### src/rtl/button_event.sv
// button_event: classifies a debounced, active-low pushbutton into
// press, release, short, long and auto-repeat one-cycle strobes,
// plus a "held" level. All outputs come straight from flops.
module button_event #(
    parameter logic [25:0] LONG_CYCLES   = 26'd25_000_000,
    parameter logic [25:0] REPEAT_CYCLES = 26'd5_000_000
) (
    input  logic clock,
    input  logic reset_n,
    input  logic PB_db,
    output logic press_pulse,
    output logic release_pulse,
    output logic short_pulse,
    output logic long_pulse,
    output logic repeat_pulse,
    output logic held
);

    localparam logic [1:0] WAIT_REL = 2'd0;
    localparam logic [1:0] IDLE     = 2'd1;
    localparam logic [1:0] PRESS    = 2'd2;
    localparam logic [1:0] REPEAT   = 2'd3;

    // Terminal counts. PRESS stops one short of LONG_CYCLES because the
    // sample taken on entry from IDLE already counts as the first pressed one.
    localparam logic [25:0] LONG_LAST   = LONG_CYCLES - 26'd2;
    localparam logic [25:0] REPEAT_LAST = REPEAT_CYCLES - 26'd1;

    logic [1:0]  state;
    logic [1:0]  state_next;
    logic [25:0] cnt;
    logic [25:0] cnt_next;
    logic        press_next;
    logic        release_next;
    logic        short_next;
    logic        long_next;
    logic        repeat_next;

    // Next-state and event decode; a release always takes priority over a
    // long or repeat that would otherwise fire on the same edge.
    always_comb begin
        state_next   = state;
        cnt_next     = cnt;
        press_next   = 1'b0;
        release_next = 1'b0;
        short_next   = 1'b0;
        long_next    = 1'b0;
        repeat_next  = 1'b0;
        case (state)
            WAIT_REL: begin
                if (PB_db) begin
                    state_next = IDLE;
                end
            end
            IDLE: begin
                if (!PB_db) begin
                    state_next = PRESS;
                    cnt_next   = 26'd0;
                    press_next = 1'b1;
                end
            end
            PRESS: begin
                if (PB_db) begin
                    state_next   = IDLE;
                    release_next = 1'b1;
                    short_next   = 1'b1;
                end else if (cnt == LONG_LAST) begin
                    state_next = REPEAT;
                    cnt_next   = 26'd0;
                    long_next  = 1'b1;
                end else begin
                    cnt_next = cnt + 26'd1;
                end
            end
            REPEAT: begin
                if (PB_db) begin
                    state_next   = IDLE;
                    release_next = 1'b1;
                end else if (cnt == REPEAT_LAST) begin
                    cnt_next    = 26'd0;
                    repeat_next = 1'b1;
                end else begin
                    cnt_next = cnt + 26'd1;
                end
            end
            default: begin
                state_next = WAIT_REL;
                cnt_next   = 26'd0;
            end
        endcase
    end

    // State, counter and output registers; reset parks in WAIT_REL so a
    // button already down at reset release is ignored until it is let go.
    always_ff @(posedge clock) begin
        if (!reset_n) begin
            state         <= WAIT_REL;
            cnt           <= 26'd0;
            press_pulse   <= 1'b0;
            release_pulse <= 1'b0;
            short_pulse   <= 1'b0;
            long_pulse    <= 1'b0;
            repeat_pulse  <= 1'b0;
            held          <= 1'b0;
        end else begin
            state         <= state_next;
            cnt           <= cnt_next;
            press_pulse   <= press_next;
            release_pulse <= release_next;
            short_pulse   <= short_next;
            long_pulse    <= long_next;
            repeat_pulse  <= repeat_next;
            held          <= (state_next == PRESS) || (state_next == REPEAT);
        end
    end

endmodule
### config.mk
export PLATFORM = sky130hd
export DESIGN_NAME = button_event
export DESIGN_NICKNAME = d
export VERILOG_FILES = /design/src/rtl/button_event.sv
export SDC_FILE = /design/constraint.sdc
export NUM_CORES = 1
export LEC_CHECK = 0
export ABC_CLOCK_PERIOD_IN_PS = 2400
export CAP_MARGIN = 30
export CORE_ASPECT_RATIO = 1.2
export CORE_UTILIZATION = 58
export DETAILED_ROUTE_END_ITERATION = 8
export GPL_ROUTABILITY_DRIVEN = 0
export GPL_TIMING_DRIVEN = 0
export HOLD_SLACK_MARGIN = 0.1
export PLACE_DENSITY = 0.82
export SYNTH_ARGS = -nofsm -noshare
export SYNTH_HDL_FRONTEND = slang
export SYNTH_SLANG_ARGS = --single-unit
### constraint.sdc
create_clock -name clock -period 2.4 [get_ports clock]
set_input_delay 0.36 -clock clock [delete_from_list [all_inputs] [get_ports clock]]
set_output_delay 0.36 -clock clock [all_outputs]
set_load 0.01 [all_outputs]
==> run summary, run 1 <==
Outcome - finished, final reports clean
Root Driver - clkbuf_4
Reg2reg start - cnt[22]$_SDFFE_PN0P_
GRT Total Usage - 24.9%
Post-synthesis simple-gate area fraction - 31.0%
Die H - 61.8 µm
Remaining antenna violation count - 0
Worst setup SP type - flop
Fin Setup TNS - 0 ps
Final min period - 2340 ps
R2R depth - 8
Clock-pin slew on the worst setup and hold paths - 100 ps
Synth Area in Compound Gates - 9.76%
Synth area leaders - dfxtp_1 39%, xnor2_1 10%, nor2_1 6.9%, ha_1 4.3%, nor4_1 3.6%
Max incr delay on CP - 540 ps
Diodes inserted - 0
Final setup violation count - 0
Async S/R FF share, synth - 0%
Worst-path fanout max - 10
Sequential area share after synthesis - 39.3%
Synth unique cells - 40
First-pass GRT wire length - 5780 µm
IO buf count - 7
Share of the clock period used by the worst path - 97.6%
Setup ws final - 57.2 ps
Slowest cell on the critical path - or4bb_1
Post-Synthesis Cells - 198
Fillers - 217
Routed WL per cell - 15.1 µm
H-tree Lvls - 2
# IOs - 9
Die Wd - 51.9 µm
Layout area overhead - 14.0%
Lkg Pwr - 0.650 nW
Synth area leader - dfxtp_1
Top_reg_cell synth - dfxtp_1
Post-synth top area share - 39.3%
Clock Latency Late Sink - 350 ps
CP Data Arrival Time - 2590 ps
Hold depth - 2
CP Cell Sequence - or4bb_1, nor4_4, buf_4, a41oi_4, o31ai_4, buf_12, buf_6, nor2_1
Residual DRC - 0
XOR/XNOR Fraction of Synth Area - 10.6%
Hold Crit Start - PB_db
Max-slew headroom - 54.9%
Post-synthesis mux area share - 0.578%
Final Hold Viols - 0
Stages on worst setup path - 8
Initial antenna violation count - 0
Initial Utilization - 61.5%
Layout cells sized above 1 - 12.6%
Largest family of logic cells by synthesized area - simple AND/OR/NAND/NOR gates
Number of synthesized flops with an enable pin - 0
Clock buffer depth - 2
CP required - 2640 ps
Num rows - 21
Setup Skew - 12.3 ps
Final WL - 3750 µm
Total clock sinks - 34
Footprint of the multi-input gates - 1020 µm²
TritonRoute pass-1 iters - 4
Clock buffer count from CTS - 5
Max Cap Viol - 0
Worst Hold End - release_pulse$_SDFF_PN0_
Post-Place Worst Slack - -66.2 ps
Actual slew at the worst max-slew pin - 670 ps
DIE AREA - 3210 µm²
R2R Setup Slk - 60 ps
Largest net degree at the start of global routing - 11
Via count - 1,503
Fmax - 427 MHz
Total grt overflow - 0
Initial DRC count - 68
NumNets Final - 224
Delay-heaviest family, CP - simple AND/OR/NAND/NOR gates
Power Total - 1.01 mW
PwrDens - 511 nW/µm²
Max IR drop VDD - 0.000397 V
Sequential standard cell area - 683 µm²
Post-Synthesis Cell Area - 1730 µm²
Type of the worst setup path - flop to flop
#FFs+latches synth - 34
CTS tree - yes
Syn Area/Cell - 8.74 µm²
HP Class - input port to flop
Synth warn - 0
Final slew viol count - 0
Critical R2R Capture - cnt[7]$_SDFFE_PN0P_
Buffer and inverter count on the worst path - 3
Vias in the first global route - 1,341
Hold_buf cts - 0
Vias per inst - 6.04
Syn_nets - 207
Adder-Cell Fraction of Synth Area - 4.34%
Element type at the critical path end - flop
Post-DP HPWL - 2550 µm
Core area - 2810 µm²
## synth_stat cells (all sizes together), types with 3 or more instances
cell,n
dfxtp,34
nor2,32
xnor2,20
nand2,12
nand3,11
nor4,11
nor3,9
inv,8
clkbuf,6
ha,6
and3,5
o31ai,4
a21oi,3
and4,3
nand4,3
## repair_timing
| item | 4_1_cts | 5_1_grt |
|---|---|---|
| gates resized for setup | 0 | 13 |
| setup endpoints to repair | 20 | 24 |
| buffers inserted | 1 | 2 |
| pin swaps | 1 | 3 |
## final cells by class
cell class | count | area share [%]
Inverter | 8 | 1.52
Timing Repair Buffer | 10 | 5.33
Sequential cell | 34 | 34.6
Buffer | 8 | 2.41
Multi-Input combinational cell | 148 | 51.6
Clock buffer | 7 | 2.28
Tap cell | 34 | 2.16
## routing by layer
layer | part of all wire [%] | track usage (%) | vias up
li1 | - | - | 735
met1 | 44 | 28.7 | 722
met2 | 49 | 43.0 | 36
met3 | 4.8 | 5.11 | 10
met4 | 2.2 | 13.9 | 0
met5 | 0 | 0 | -
## per-stage QoR
step                      utilization [%]  cells  area [µm²]  hold WS, ps
final                                70.1    249        1970          407
after global placement               65.6    239        1840          499
after CTS                            67.9    247        1910          404
after global routing                 70.1    249        1970          429
after floorplan                         -    198        1730          476
after detailed placement             65.6    239        1840          515
## worst max path at each step
stage	startpoint	to	slack [ps]
5_1_grt	cnt[22]$_SDFFE_PN0P_	cnt[9]$_SDFFE_PN0P_	-30
4_1_cts	cnt[23]$_SDFFE_PN0P_	cnt[3]$_SDFFE_PN0P_	0.5
3_5_place_dp	cnt[23]$_SDFFE_PN0P_	cnt[3]$_SDFFE_PN0P_	-70
6_report	cnt[22]$_SDFFE_PN0P_	cnt[7]$_SDFFE_PN0P_	60
2_1_floorplan	cnt[23]$_SDFFE_PN0P_	cnt[4]$_SDFFE_PN0P_	250
3_3_place_gp	cnt[23]$_SDFFE_PN0P_	cnt[9]$_SDFFE_PN0P_	-30
## state kept, by name (all words and copies together) (netlist names)
name           flops
repeat_pulse       1
press_pulse        1
state              2
long_pulse         1
short_pulse        1
release_pulse      1
cnt               26
held               1
## kinds of logic (layout without fill, tap and decap cells)
kind of cell	Yosys count	after routing
XOR/XNOR	21	21
AO/OA/AOI/OAI	20	20
flip-flops	34	34
multiplexers	1	1
AND/OR/NAND/NOR	100	100
buffers and inverters	16	33
adder cells (fa/ha/maj)	6	6
## power breakdown
part           switching (mW)  leakage [nW]  internal, mW
registers              0.0125         0.275         0.575
clock network           0.186        0.0254         0.110
logic                  0.0690         0.350        0.0551
total                   0.268         0.650         0.740
## placed cells by master, fill, tap and decap left out, types with 3 or more instances in the layout
cell type         n
clkdlybuf4s50_1   7
nand3_1          11
ha_1              6
a21oi_1           3
nor2_1           32
clkbuf_1          6
nor4_1            7
xnor2_1          20
nand2_1          12
nor3_1            8
and4_1            3
inv_1             8
clkbuf_4          5
and3_1            5
dfxtp_1          32
nand4_1           3
nor4_2            3
Note: power is estimated with default switching activity, not from simulation.
==> run 2: changes to the inputs <==
Settings changed: CORE_MARGIN set to 8, RECOVER_POWER set to 100.
==> run summary, run 2 (synthesis gave the netlist of run 1 again) <==
TritonRoute pass-1 iters - 5 (was 4)
H-tree Lvls - 2 (unchanged)
Final WL - 4250 µm (was 3750 µm)
Routed WL per cell - 16.5 µm (was 15.1 µm)
Total grt overflow - 0 (unchanged)
Max Cap Viol - 0 (unchanged)
Actual slew at the worst max-slew pin - 729 ps (was 670 ps)
Remaining antenna violation count - 0 (unchanged)
# IOs - 9 (unchanged)
Residual DRC - 0 (unchanged)
Clock buffer depth - 2 (unchanged)
Final slew viol count - 0 (unchanged)
First-pass GRT wire length - 6560 µm (was 5780 µm)
Fmax - 413 MHz (was 427 MHz)
Clock Latency Late Sink - 340 ps (was 350 ps)
Element type at the critical path end - flop (unchanged)
Initial DRC count - 115 (was 68)
CP Data Arrival Time - 2650 ps (was 2590 ps)
CTS tree - yes (unchanged)
Outcome - complete, but fails checks (was finished, final reports clean)
Vias per inst - 6.27 (was 6.04)
Layout cells sized above 1 - 16.6% (was 12.6%)
Max IR drop VDD - 0.000440 V (was 0.000397 V)
Largest net degree at the start of global routing - 11 (unchanged)
Core area - 2810 µm² (unchanged)
Share of the clock period used by the worst path - 101% (was 97.6%)
Number of flip-flops under the largest register name - 26 (unchanged)
Max-slew headroom - 50.9% (was 54.9%)
CP Cell Sequence - or4bb_4, nor4_4, buf_4, a21boi_4, o31ai_4, buf_4, buf_6, nor2_1 (was or4bb_1, nor4_4, buf_4, a41oi_4, o31ai_4, buf_12, buf_6, nor2_1)
Root Driver - clkbuf_4 (unchanged)
Violated checks - setup timing
Slowest cell on the critical path - or4bb_4 (was or4bb_1)
Setup Skew - 11.5 ps (was 12.3 ps)
Type of the worst setup path - flop to flop (unchanged)
Total clock sinks - 34 (unchanged)
Worst setup SP type - flop (unchanged)
Diodes inserted - 0 (unchanged)
IO buf count - 7 (unchanged)
PwrDens - 508 nW/µm² (was 511 nW/µm²)
Max incr delay on CP - 510 ps (was 540 ps)
Commonest cells after routing, fill and taps aside - 32 x nor2_1, 32 x dfxtp_1, 20 x xnor2_1 (unchanged)
Layout area overhead - 18.1% (was 14.0%)
Biggest regs - cnt (26), state (2) (unchanged)
Die Wd - 65.9 µm (was 51.9 µm)
Top reg by flops - cnt (unchanged)
NumNets Final - 233 (was 224)
GRT Total Usage - 17.0% (was 24.9%)
Vias in the first global route - 1,492 (was 1,341)
Num rows - 21 (unchanged)
HP Class - input port to flop (unchanged)
Via count - 1,612 (was 1,503)
CP required - 2630 ps (was 2640 ps)
Clock-pin slew on the worst setup and hold paths - 90 ps (was 100 ps)
Power Total - 1.04 mW (was 1.01 mW)
Critical Path Most Common Cell - buf_4
Initial antenna violation count - 0 (unchanged)
Fin Setup TNS - -162 ps (was 0 ps)
Worst hold slack - 433 ps (was 407 ps)
Post-Place Worst Slack - -76.3 ps (was -66.2 ps)
Layout Utilization - 72.7% (was 70.1%)
Die H - 75.8 µm (was 61.8 µm)
DIE AREA - 4990 µm² (was 3210 µm²)
Clock buffer count from CTS - 5 (unchanged)
Worst-path fanout max - 10 (unchanged)
Lkg Pwr - 0.715 nW (was 0.650 nW)
Post-DP HPWL - 2690 µm (was 2550 µm)
Final Hold Viols - 0 (unchanged)
Final min period - 2420 ps (was 2340 ps)
Final setup violation count - 16 (was 0)
Initial Utilization - 61.5% (unchanged)
Setup ws final - -22.0 ps (was 57.2 ps)
==> run 2: metal layers <==
metal | vias to the layer above | share of wire [%] | track usage, %
met2 | 74 | 49 | 29.6
li1 | 754 | - | -
met4 | 0 | 2.7 | 7.77
met1 | 768 | 40 | 18.3
met5 | - | 0 | 0
met3 | 16 | 8.0 | 5.44
==> run 2: path summary, 6_finish.rpt <==
kind | from | endpoint | slack [ps] | cells past startpoint
hold reg to reg | cnt[10]$_SDFFE_PN0P_ | cnt[10]$_SDFFE_PN0P_ | 530 | 2
setup reg to reg | cnt[14]$_SDFFE_PN0P_ | cnt[11]$_SDFFE_PN0P_ | -20 | 8
hold / removal | PB_db | release_pulse$_SDFF_PN0_ | 430 | 2
setup / recovery | cnt[14]$_SDFFE_PN0P_ | cnt[11]$_SDFFE_PN0P_ | -20 | 8
==> run 2: what timing repair did <==
item                                    4_1_cts  5_1_grt
buffers inserted                              2        9
cloned                                        0        1
pin swaps                                     1        3
resized for setup                             2       12
hold buffers                                  0        0
endpoints found under the setup margin       20       25
==> run 2: worst max-delay path: cells and delay by family (launching register included) <==
family / cells / cell delay (ps)
AO/OA/AOI/OAI: 2 / 390
buffers and inverters: 3 / 520
flip-flops: 1 / 430
AND/OR/NAND/NOR: 3 / 990
==> run 2: cell type report <==
type	instances	area, µm²
Buffer	8	46.3
Clock buffer	6	51.3
Fill cell	216	768
Inverter	8	30.0
Multi-Input combinational cell	148	1030
Sequential cell	34	686
Tap cell	34	42.5
Timing Repair Buffer	19	158
==> run 2: stage by stage <==
stage / cell area (µm²) / std cells
final: 2040 / 257
after global routing: 2040 / 257
after CTS: 1930 / 247
after detailed placement: 1840 / 239
after global placement: 1840 / 239
after floorplan: 1730 / 198
==> run 2: power by group <==
| group | internal, mW | switching [mW] | total [mW] |
|---|---|---|---|
| registers | 0.573 | 0.0120 | 0.585 |
| clock network | 0.132 | 0.177 | 0.309 |
| logic | 0.0646 | 0.0802 | 0.145 |
==> run 3: changes to the inputs <==
Settings changed: CAP_MARGIN 30 to 20, SETUP_SLACK_MARGIN set to 0.05.
==> run summary, run 3 (synthesis gave the netlist of run 1 again) <==
Core area - 2810 µm² (unchanged)
Clock-pin slew on the worst setup and hold paths - 100 ps (was 90 ps)
Met1 usage - 18.7% (was 18.3%)
Worst hold slack - 433 ps (about the same)
# IOs - 9 (unchanged)
First-pass GRT wire length - 6580 µm (was 6560 µm)
Setup ws final - 37.8 ps (was -22.0 ps)
TritonRoute pass-1 iters - 4 (was 5)
Type of the worst setup path - flop to flop (unchanged)
NumNets Final - 232 (was 233)
Critical Path Most Common Cell - buf_4 (unchanged)
H-tree Lvls - 2 (unchanged)
Max Cap Viol - 0 (unchanged)
Outcome - finished, final reports clean (was complete, but fails checks)
Worst setup SP type - flop (unchanged)
Final setup violation count - 0 (was 16)
Final Hold Viols - 0 (unchanged)
Actual slew at the worst max-slew pin - 605 ps (was 729 ps)
Post-DP HPWL - 2690 µm (unchanged)
GRT Total Usage - 17.1% (was 17.0%)
Final WL - 4160 µm (was 4250 µm)
Layout Utilization - 72.2% (was 72.7%)
Lkg Pwr - 0.713 nW (was 0.715 nW)
Remaining antenna violation count - 0 (unchanged)
Buffer and inverter count on the worst path - 3 (unchanged)
Delay-heaviest family, CP - simple AND/OR/NAND/NOR gates (unchanged)
Number of flip-flops under the largest register name - 26 (unchanged)
Total grt overflow - 0 (unchanged)
Initial Utilization - 61.5% (unchanged)
Hold depth - 2 (unchanged)
Biggest regs - cnt (26), state (2) (unchanged)
Worst-path fanout max - 6 (was 10)
Final min period - 2360 ps (was 2420 ps)
Total clock sinks - 34 (unchanged)
Fin Setup TNS - 0 ps (was -162 ps)
Initial DRC count - 177 (was 115)
Die Wd - 65.9 µm (unchanged)
Via count - 1,583 (was 1,612)
HP Class - input port to flop (unchanged)
R2R depth - 8 (unchanged)
Final slew viol count - 0 (unchanged)
PwrDens - 509 nW/µm² (was 508 nW/µm²)
Critical R2R Capture - cnt[23]$_SDFFE_PN0P_ (was cnt[11]$_SDFFE_PN0P_)
Residual DRC - 0 (unchanged)
Slowest cell on the critical path - or4_4 (was or4bb_4)
Share of the clock period used by the worst path - 98.4% (was 101%)
Vias in the first global route - 1,490 (was 1,492)
Die H - 75.8 µm (unchanged)
Num rows - 21 (unchanged)
Setup Skew - 13.1 ps (was 11.5 ps)
Max IR drop VDD - 0.000417 V (was 0.000440 V)
Placed Area - 1840 µm² (unchanged)
IO buf count - 7 (unchanged)
Layout cells sized above 1 - 16.2% (was 16.6%)
Root Driver - clkbuf_4 (unchanged)
Element type at the critical path end - flop (unchanged)
DIE AREA - 4990 µm² (unchanged)
Routed WL per cell - 16.2 µm (was 16.5 µm)
Hold Crit Start - PB_db (unchanged)
Vias per inst - 6.18 (was 6.27)
GR Layer Usage met3 - 5.44% (unchanged)
Clock Latency Late Sink - 340 ps (about the same)
Diodes inserted - 0 (unchanged)
Top reg by flops - cnt (unchanged)
Layout area overhead - 17.3% (was 18.1%)
Max incr delay on CP - 560 ps (was 510 ps)
CP Data Arrival Time - 2590 ps (was 2650 ps)
Fin area - 2030 µm² (was 2040 µm²)
Post-Place Worst Slack - -76.3 ps (unchanged)
Fillers - 208 (was 216)
R2R Setup Slk - 40 ps (was -20 ps)
CP Cell Sequence - or4_4, nor4_4, buf_4, a41oi_4, buf_4, buf_4, nor3_1, o31ai_1 (was or4bb_4, nor4_4, buf_4, a21boi_4, o31ai_4, buf_4, buf_6, nor2_1)
Clock buffer depth - 2 (unchanged)
M2 GR Usage - 29.6% (unchanged)
Max-slew headroom - 59.3% (was 50.9%)
Fmax - 423 MHz (was 413 MHz)
Reg2reg start - cnt[23]$_SDFFE_PN0P_ (was cnt[14]$_SDFFE_PN0P_)
CTS tree - yes (unchanged)
RSZ-0062 raised after global routing - false
Initial antenna violation count - 0 (unchanged)
Clock buffer count from CTS - 5 (unchanged)
Commonest cells after routing, fill and taps aside - 32 x nor2_1, 32 x dfxtp_1, 20 x xnor2_1 (unchanged)
GRT busiest layer - met2 (unchanged)
Dpl cells - 239 (unchanged)
Power Total - 1.03 mW (was 1.04 mW)
Largest net degree at the start of global routing - 11 (unchanged)
CP required - 2630 ps (about the same)
Fin cells - 256 (was 257)
Worst Hold End - release_pulse$_SDFF_PN0_ (unchanged)
run 3: worst reg2reg max path, delay by kind of cell (launching register included):
kind / cells / cell delay [ps]
flops: 1 / 370
buf+inv: 3 / 510
compound gates: 2 / 250
simple gates: 3 / 1110
run 3: routing by layer:
metal,up-vias,wire length [µm]
met5,-,0
met4,0,107
met3,14,340
met2,79,2050
met1,736,1660
li1,754,-
run 3: worst max-delay path by stage:
stage,to,startpoint,slack [ps],cells past startpoint
after floorplan,cnt[4]$_SDFFE_PN0P_,cnt[23]$_SDFFE_PN0P_,250,6
after global placement,cnt[9]$_SDFFE_PN0P_,cnt[23]$_SDFFE_PN0P_,-30,6
after detailed placement,cnt[4]$_SDFFE_PN0P_,cnt[23]$_SDFFE_PN0P_,-80,6
after CTS,cnt[22]$_SDFFE_PN0P_,cnt[22]$_SDFFE_PN0P_,70,7
after global routing,cnt[23]$_SDFFE_PN0P_,state[0]$_SDFF_PN0_,6,8
final,cnt[23]$_SDFFE_PN0P_,cnt[23]$_SDFFE_PN0P_,40,8
run 3: final cells by class:
| type | instances | area [µm²] | area share, % |
|---|---|---|---|
| clock buffer | 6 | 51.3 | 2.53 |
| buffer | 8 | 47.5 | 2.34 |
| inverter | 8 | 30.0 | 1.48 |
| multi-input combinational | 148 | 1020 | 50.2 |
| tap | 34 | 42.5 | 2.10 |
| sequential | 34 | 683 | 33.7 |
| timing repair buffer | 18 | 156 | 7.71 |
run 3: repair_timing:
item                                    4_1_cts  5_1_grt
hold buffers                                  0        0
pin swaps                                     3        3
resized for setup                             3       12
setup buffers                                 5        5
endpoints found under the setup margin       23       26
cloned                                        1        0
run 3: power breakdown:
part,internal (mW),switching [mW],leakage [nW]
Clock,0.132,0.180,0.0302
Sequential,0.574,0.0118,0.275
Combinational,0.0608,0.0742,0.407
Total,0.767,0.267,0.713
